[config.mk]
export PLATFORM = sky130hd
export DESIGN_NAME = lives_hud_ctrl
export DESIGN_NICKNAME = d
export VERILOG_FILES = /design/src/rtl/lives_hud_ctrl_pkg.sv /design/src/rtl/lives_hud_ctrl_rise_edge_det.sv /design/src/rtl/lives_hud_ctrl.sv
export SDC_FILE = /design/constraint.sdc
export NUM_CORES = 1
export LEC_CHECK = 0
export ABC_AREA = 1
export BUFFER_PORTS_ARGS = -buffer_cell sky130_fd_sc_hd__buf_2
export CELL_PAD_IN_SITES_DETAIL_PLACEMENT = 1
export CELL_PAD_IN_SITES_GLOBAL_PLACEMENT = 2
export CORE_MARGIN = 3
export CORE_UTILIZATION = 30
export CTS_BUF_LIST = sky130_fd_sc_hd__clkbuf_8 sky130_fd_sc_hd__clkbuf_16
export CTS_CLUSTER_SIZE = 30
export DETAILED_ROUTE_END_ITERATION = 8
export PLACE_DENSITY_LB_ADDON = 0.1
export REMOVE_ABC_BUFFERS = 1
export SETUP_SLACK_MARGIN = 0.05
export SLEW_MARGIN = 20
export SYNTH_ARGS = -nofsm -noshare
export SYNTH_HDL_FRONTEND = slang
export SYNTH_SLANG_ARGS = --single-unit
[constraint.sdc]
create_clock -name clk -period 2.8 [get_ports clk]
set_clock_uncertainty 0.2 [all_clocks]
set_input_delay 0.56 -clock clk [delete_from_list [all_inputs] [get_ports clk]]
set_output_delay 0.56 -clock clk [all_outputs]
set_load 0.1 [all_outputs]
[src/rtl/lives_hud_ctrl_pkg.sv]
// Shared types and constants for the lives HUD controller.
package lives_hud_pkg;

    typedef enum logic [1:0] {
        ALIVE  = 2'd0,
        INVULN = 2'd1,
        DEAD   = 2'd2
    } lives_state_t;

    localparam int TILE_BITS = 5;
    localparam int TILE_SIZE = 32;
    localparam int LIVES_W   = 3;
    localparam int TIMER_W   = 8;

    // Increment that sticks at the given ceiling.
    function automatic logic [LIVES_W-1:0] sat_inc(input logic [LIVES_W-1:0] v,
                                                   input logic [LIVES_W-1:0] lim);
        if (v >= lim) begin
            return lim;
        end else begin
            return v + 3'd1;
        end
    endfunction

endpackage

[src/rtl/lives_hud_ctrl_rise_edge_det.sv]
// Registered rising-edge detector: a held level yields exactly one event.
module rise_edge_det (
    input  logic clk,
    input  logic rst_n,
    input  logic d_i,
    output logic rise_o
);

    logic prev_q;

    // Previous-sample register.
    always_ff @(posedge clk or negedge rst_n) begin
        if (!rst_n) begin
            prev_q <= 1'b0;
        end else begin
            prev_q <= d_i;
        end
    end

    assign rise_o = d_i & ~prev_q;

endmodule

[src/rtl/lives_hud_ctrl.sv]
// Lives counter, invulnerability/game-over FSM and heart-row hit test.
// Optional blinking during invulnerability is enabled by defining LIVES_BLINK_EN.
module lives_hud_ctrl
    import lives_hud_pkg::*;
#(
    parameter int TOP_LEFT_X        = 16,
    parameter int TOP_LEFT_Y        = 8,
    parameter int INIT_LIVES        = 3,
    parameter int MAX_LIVES         = 5,
    parameter int INVUL_FRAMES      = 120,
    parameter int BLINK_HALF_FRAMES = 8
) (
    input  logic         clk,
    input  logic         resetN,
    input  logic [10:0]  pixelX,
    input  logic [10:0]  pixelY,
    input  logic         startOfFrame,
    input  logic         hit,
    input  logic         extraLife,
    input  logic         newGame,
    output logic         InsideRectangle,
    output logic [10:0]  offsetX,
    output logic [10:0]  offsetY,
    output logic [2:0]   livesCount,
    output logic         gameOver
);

    localparam logic [LIVES_W-1:0] INIT_L     = LIVES_W'(INIT_LIVES);
    localparam logic [LIVES_W-1:0] MAX_L      = LIVES_W'(MAX_LIVES);
    localparam logic [TIMER_W-1:0] TIMER_INIT = TIMER_W'(INVUL_FRAMES);
    localparam logic [11:0]        TLX12      = 12'(TOP_LEFT_X);
    localparam logic [11:0]        TLY12      = 12'(TOP_LEFT_Y);
    localparam logic [11:0]        TILE12     = 12'(TILE_SIZE);

    lives_state_t         state_q, state_d;
    logic [LIVES_W-1:0]   lives_q, lives_d;
    logic [TIMER_W-1:0]   timer_q, timer_d;
    logic                 game_over_q;
    logic                 inside_q, inside_d;
    logic [10:0]          offx_q, offx_d, offy_q, offy_d;
    logic                 hit_ev_s, xl_ev_s;
    logic [11:0]          x12_s, y12_s, right_x_s;

`ifdef LIVES_BLINK_EN
    localparam int BLINK_LOG2 = $clog2(BLINK_HALF_FRAMES);
    logic [BLINK_LOG2:0]  blink_q, blink_d;
`endif

    rise_edge_det u_hit_edge (.clk(clk), .rst_n(resetN), .d_i(hit),       .rise_o(hit_ev_s));
    rise_edge_det u_xl_edge  (.clk(clk), .rst_n(resetN), .d_i(extraLife), .rise_o(xl_ev_s));

    // Next-state logic for the life/invulnerability FSM.
    always_comb begin
        state_d = state_q;
        lives_d = lives_q;
        timer_d = timer_q;
`ifdef LIVES_BLINK_EN
        blink_d = blink_q;
`endif
        if (newGame) begin
            state_d = ALIVE;
            lives_d = INIT_L;
            timer_d = 8'd0;
`ifdef LIVES_BLINK_EN
            blink_d = '0;
`endif
        end else begin
            case (state_q)
                ALIVE: begin
                    if (hit_ev_s && xl_ev_s) begin
                        state_d = INVULN;
                        timer_d = TIMER_INIT;
`ifdef LIVES_BLINK_EN
                        blink_d = '0;
`endif
                    end else if (hit_ev_s) begin
                        if (lives_q > 3'd1) begin
                            lives_d = lives_q - 3'd1;
                            state_d = INVULN;
                            timer_d = TIMER_INIT;
`ifdef LIVES_BLINK_EN
                            blink_d = '0;
`endif
                        end else begin
                            lives_d = 3'd0;
                            state_d = DEAD;
                        end
                    end else if (xl_ev_s) begin
                        lives_d = sat_inc(lives_q, MAX_L);
                    end else begin
                        state_d = ALIVE;
                    end
                end
                INVULN: begin
                    if (xl_ev_s) begin
                        lives_d = sat_inc(lives_q, MAX_L);
                    end else begin
                        lives_d = lives_q;
                    end
                    // Timer of 0 here can only come from a corrupted state; recover to ALIVE.
                    if (timer_q == 8'd0) begin
                        state_d = ALIVE;
                    end else if (startOfFrame) begin
                        timer_d = timer_q - 8'd1;
`ifdef LIVES_BLINK_EN
                        blink_d = blink_q + 1'b1;
`endif
                        if (timer_q == 8'd1) begin
                            state_d = ALIVE;
                        end else begin
                            state_d = INVULN;
                        end
                    end else begin
                        state_d = INVULN;
                    end
                end
                DEAD: begin
                    state_d = DEAD;
                end
                default: begin
                    state_d = ALIVE;
                    lives_d = INIT_L;
                    timer_d = 8'd0;
                end
            endcase
        end
    end

    assign x12_s     = {1'b0, pixelX};
    assign y12_s     = {1'b0, pixelY};
    assign right_x_s = TLX12 + ({9'd0, lives_q} << TILE_BITS);

    // Rectangle hit test and offsets, computed 12 bits wide so edges never wrap.
    always_comb begin
        inside_d = 1'b0;
        offx_d   = 11'd0;
        offy_d   = 11'd0;
        if ((x12_s >= TLX12) && (x12_s < right_x_s) &&
            (y12_s >= TLY12) && (y12_s < (TLY12 + TILE12))) begin
            inside_d = 1'b1;
            offx_d   = 11'(x12_s - TLX12);
            offy_d   = 11'(y12_s - TLY12);
        end else begin
            inside_d = 1'b0;
        end
`ifdef LIVES_BLINK_EN
        if ((state_q == INVULN) && blink_q[BLINK_LOG2]) begin
            inside_d = 1'b0;
            offx_d   = 11'd0;
            offy_d   = 11'd0;
        end else begin
            inside_d = inside_d;
        end
`endif
    end

    // State and output registers.
    always_ff @(posedge clk or negedge resetN) begin
        if (!resetN) begin
            state_q     <= ALIVE;
            lives_q     <= INIT_L;
            timer_q     <= 8'd0;
            game_over_q <= 1'b0;
            inside_q    <= 1'b0;
            offx_q      <= 11'd0;
            offy_q      <= 11'd0;
`ifdef LIVES_BLINK_EN
            blink_q     <= '0;
`endif
        end else begin
            state_q     <= state_d;
            lives_q     <= lives_d;
            timer_q     <= timer_d;
            game_over_q <= (state_d == DEAD);
            inside_q    <= inside_d;
            offx_q      <= offx_d;
            offy_q      <= offy_d;
`ifdef LIVES_BLINK_EN
            blink_q     <= blink_d;
`endif
        end
    end

    assign InsideRectangle = inside_q;
    assign offsetX         = offx_q;
    assign offsetY         = offy_q;
    assign livesCount      = lives_q;
    assign gameOver        = game_over_q;

endmodule

==> implementation parameters <==
Parameter                              Value

Yosys
  Number of synthesized flops with an enable pin    0
  Area share of the largest cell type after synthesis    0.407
  Yosys warning total    0
  Top post-synthesis cells by area    sky130_fd_sc_hd__dfrtp_1, sky130_fd_sc_hd__nand2_1, sky130_fd_sc_hd__ha_1, sky130_fd_sc_hd__nor2_1, sky130_fd_sc_hd__inv_1
  Synth Area per Inst    7.99 sq um
  Largest area contributor in the synthesized netlist    sky130_fd_sc_hd__dfrtp_1
  Commonest register cell after synthesis    sky130_fd_sc_hd__dfrtp_1
  Most frequent cells after synthesis    sky130_fd_sc_hd__nand2_1, sky130_fd_sc_hd__nor2_1, sky130_fd_sc_hd__dfrtp_1, sky130_fd_sc_hd__inv_1, sky130_fd_sc_hd__nor2_2
  Portion of the post-synthesis area used by sequential elements    0.430
  Synthesized flop and latch total    39
  Most common cell in the synthesized netlist    sky130_fd_sc_hd__nand2_1
  Post-Synthesis Cells    285
  Share of synthesized flip-flops with an asynchronous set or reset    1.00
  Area of the mapped netlist    0.00228 sq mm
  Distinct cell type count after synthesis    27

CTS
  Post-CTS setup buffer count    0
  Clock latency reported for the late side of the worst-skew pair    290 ps
  Maximum level of the CTS H-tree    2
  Cts hold-fix bufs    0
  TritonCTS clock tree    done
  Clock-pin transition on the worst setup and hold timing paths    80 ps
  Root Driver    sky130_fd_sc_hd__clkbuf_8
  Maximum root-to-sink buffer count    2
  Total clock sinks    39
  Post-cts resize count    0
  Clock buffer count from CTS    5

Worst setup path
  Kind of critical path    register to register
  Largest fanout on the critical path    23
  Worst Path Required    2810 ps
  Launching element type of the critical path    register
  Slowest cell on the critical path    sky130_fd_sc_hd__dfstp_2
  Nature of the critical path endpoint    register
  Cell mode on critical path    sky130_fd_sc_hd__nor2_1
  Largest incremental delay on the critical path    610 ps
  Endpoint arrival time on the critical path    2260 ps
  Critical Path, Cell by Cell    inv_1 > ha_1 > a21oi_1 > nor2_1 > o21ai_1 > nand3_4 > nor2_1

Floorplanning
  Core Region    0.00729 sq mm
  Number of placed I/O pins    55
  X dimension of the die    93.1 microns
  Die H    93.1 microns
  Num rows    31
  Floorplan die area    0.00867 sq mm
  Initial standard-cell utilization of the core    0.312

STA
  Final sum of negative setup slack    0 ps
  Slew at the pin closest to its max-slew limit    909 ps
  Worst hold slack after final layout    184 ps
  Setup repair after global routing missed its margin    false
  Period utilisation layout    0.801
  Highest achievable clock rate    0.446 GHz
  Slew HR    0.394
  Pins over their slew limit    0
  Final Hold Viols    0
  Count of final setup violators    0
  Fin worst setup slack    558 ps
  Final Critical Period    2240 ps

Layout
  Antenna Cells    0
  Area added between synthesis and finish    21.4%
  Fraction of layout cells with a size suffix above 1    0.281
  End-of-flow core utilization    0.379
  Number of nets in the finished design    385

Detailed routing
  Wirelength, routed    5740 microns
  First-iteration detailed-routing DRC count    63
  WL/cell    12.9 microns
  Vias after detailed routing    1906
  DR DRC count    0
  Antenna-violating nets left    0
  Detail-routed via count per cell    4.29
  First-pass iteration count of the detailed router    4

Global route
  Via count of the first global-routing pass    1986
  Largest net degree at the start of global routing    40
  Sum of overflow across all layers after global routing    0
  Global router's overall resource usage    0.145
  Initial antenna violation count    0
  First-pass GRT wire length    9800 microns

Run
  Reported max-cap violation count    0

Power and ir drop
  Maximum ir drop on the vdd rail    0.211 mV
  Power per cell area    563 mW/mm^2
  Leakage    0.00156 uW

Placed design
  Global placer's final weighted congestion    0.728
  Buffers added on ports    54
  Post-DP HPWL    4400 microns
  Setup slack at placement    384 ps

Worst hold path
  Class of the tightest hold or removal check    primary input to register

Status
  Result of the run    complete, no violations
## path summary, 6_finish.rpt
path | from | end | cells past startpoint | slack, ps
worst min-delay path | extraLife | u_xl_edge.prev_q | 1 | 180
min in group asynchronous | resetN | gameOver | 1 | 190
worst min register to register | timer_q[7] | timer_q[7] | 2 | 340
max in group asynchronous | resetN | offsetX[7] | 1 | 1650
worst max register to register | livesCount[0] | offsetY[10] | 7 | 560
worst max-delay path | livesCount[0] | offsetY[10] | 7 | 560
## layer usage
layer  wire length, microns  part of all wire  GRT usage  vias up
met4                     63             0.011     0.0403        0
met3                    229             0.040     0.0370        5
met1                   2710              0.47      0.192      876
met2                   2740              0.48      0.233       34
li1                       -                 -          -      991
met5                      0                 0          0        -
## power by group
part	internal, uW	switching, uW	total [uW]	leakage [uW]
sequential	601	43.8	644	0.000524
clock	266	220	486	0.0000581
combinational	133	294	426	0.000975
total	999	558	1560	0.00156
## placed cells by master, fill, tap and decap left out, types with 4 or more instances in the layout
| master | count |
|---|---|
| sky130_fd_sc_hd__a21oi_1 | 8 |
| sky130_fd_sc_hd__buf_2 | 54 |
| sky130_fd_sc_hd__clkbuf_8 | 5 |
| sky130_fd_sc_hd__dfrtp_1 | 37 |
| sky130_fd_sc_hd__ha_1 | 13 |
| sky130_fd_sc_hd__inv_1 | 37 |
| sky130_fd_sc_hd__nand2_1 | 67 |
| sky130_fd_sc_hd__nand3_1 | 11 |
| sky130_fd_sc_hd__nand4_1 | 5 |
| sky130_fd_sc_hd__nor2_1 | 42 |
| sky130_fd_sc_hd__nor2_2 | 19 |
| sky130_fd_sc_hd__o21ai_0 | 6 |
| sky130_fd_sc_hd__o21ai_1 | 4 |
| sky130_fd_sc_hd__xnor2_1 | 6 |
| sky130_fd_sc_hd__xor2_1 | 7 |
## area by class of cell
type	count	area, sq um
Tap cell	99	124
Clock buffer	5	68.8
Sequential cell	39	978
Fill cell	941	4530
Clock inverter	3	43.8
Multi-Input combinational cell	203	1120
Inverter	40	150
Timing Repair Buffer	55	278
## metrics by stage
step                cell area, sq um  std cells  power (uW)
floorplan                       2250        282         956
finish                          2760        444        1560
global route                    2760        444        1680
detailed placement              2650        436        1090
CTS                             2760        444        1590
global placement                2650        436        1080
## state kept, by name, indices dropped and copies added (netlist names)
name / count
state_q: 2
gameOver: 1
timer_q: 8
livesCount: 3
offsetY: 11
offsetX: 11
InsideRectangle: 1
u_xl_edge.prev_q: 1
u_hit_edge.prev_q: 1
## logic make-up (layout without fill, tap and decap cells)
family,after synthesis,after routing,synth area share
and+or+nand+nor,156,156,0.320
buffers and inverters,43,103,0.0781
DFF,39,39,0.430
AOI/OAI and AO/OA,21,21,0.0506
adders and majority gates,13,13,0.0715
xor gates and xnor gates,13,13,0.0500
## critical path: cells and delay by family (launching register included)
family	cells	cell delay [ps]
simple gates	3	620
flops	1	610
compound gates	2	340
fa+ha+maj	1	280
buf+inv	1	110
Note: power is estimated with default switching activity, not from simulation.
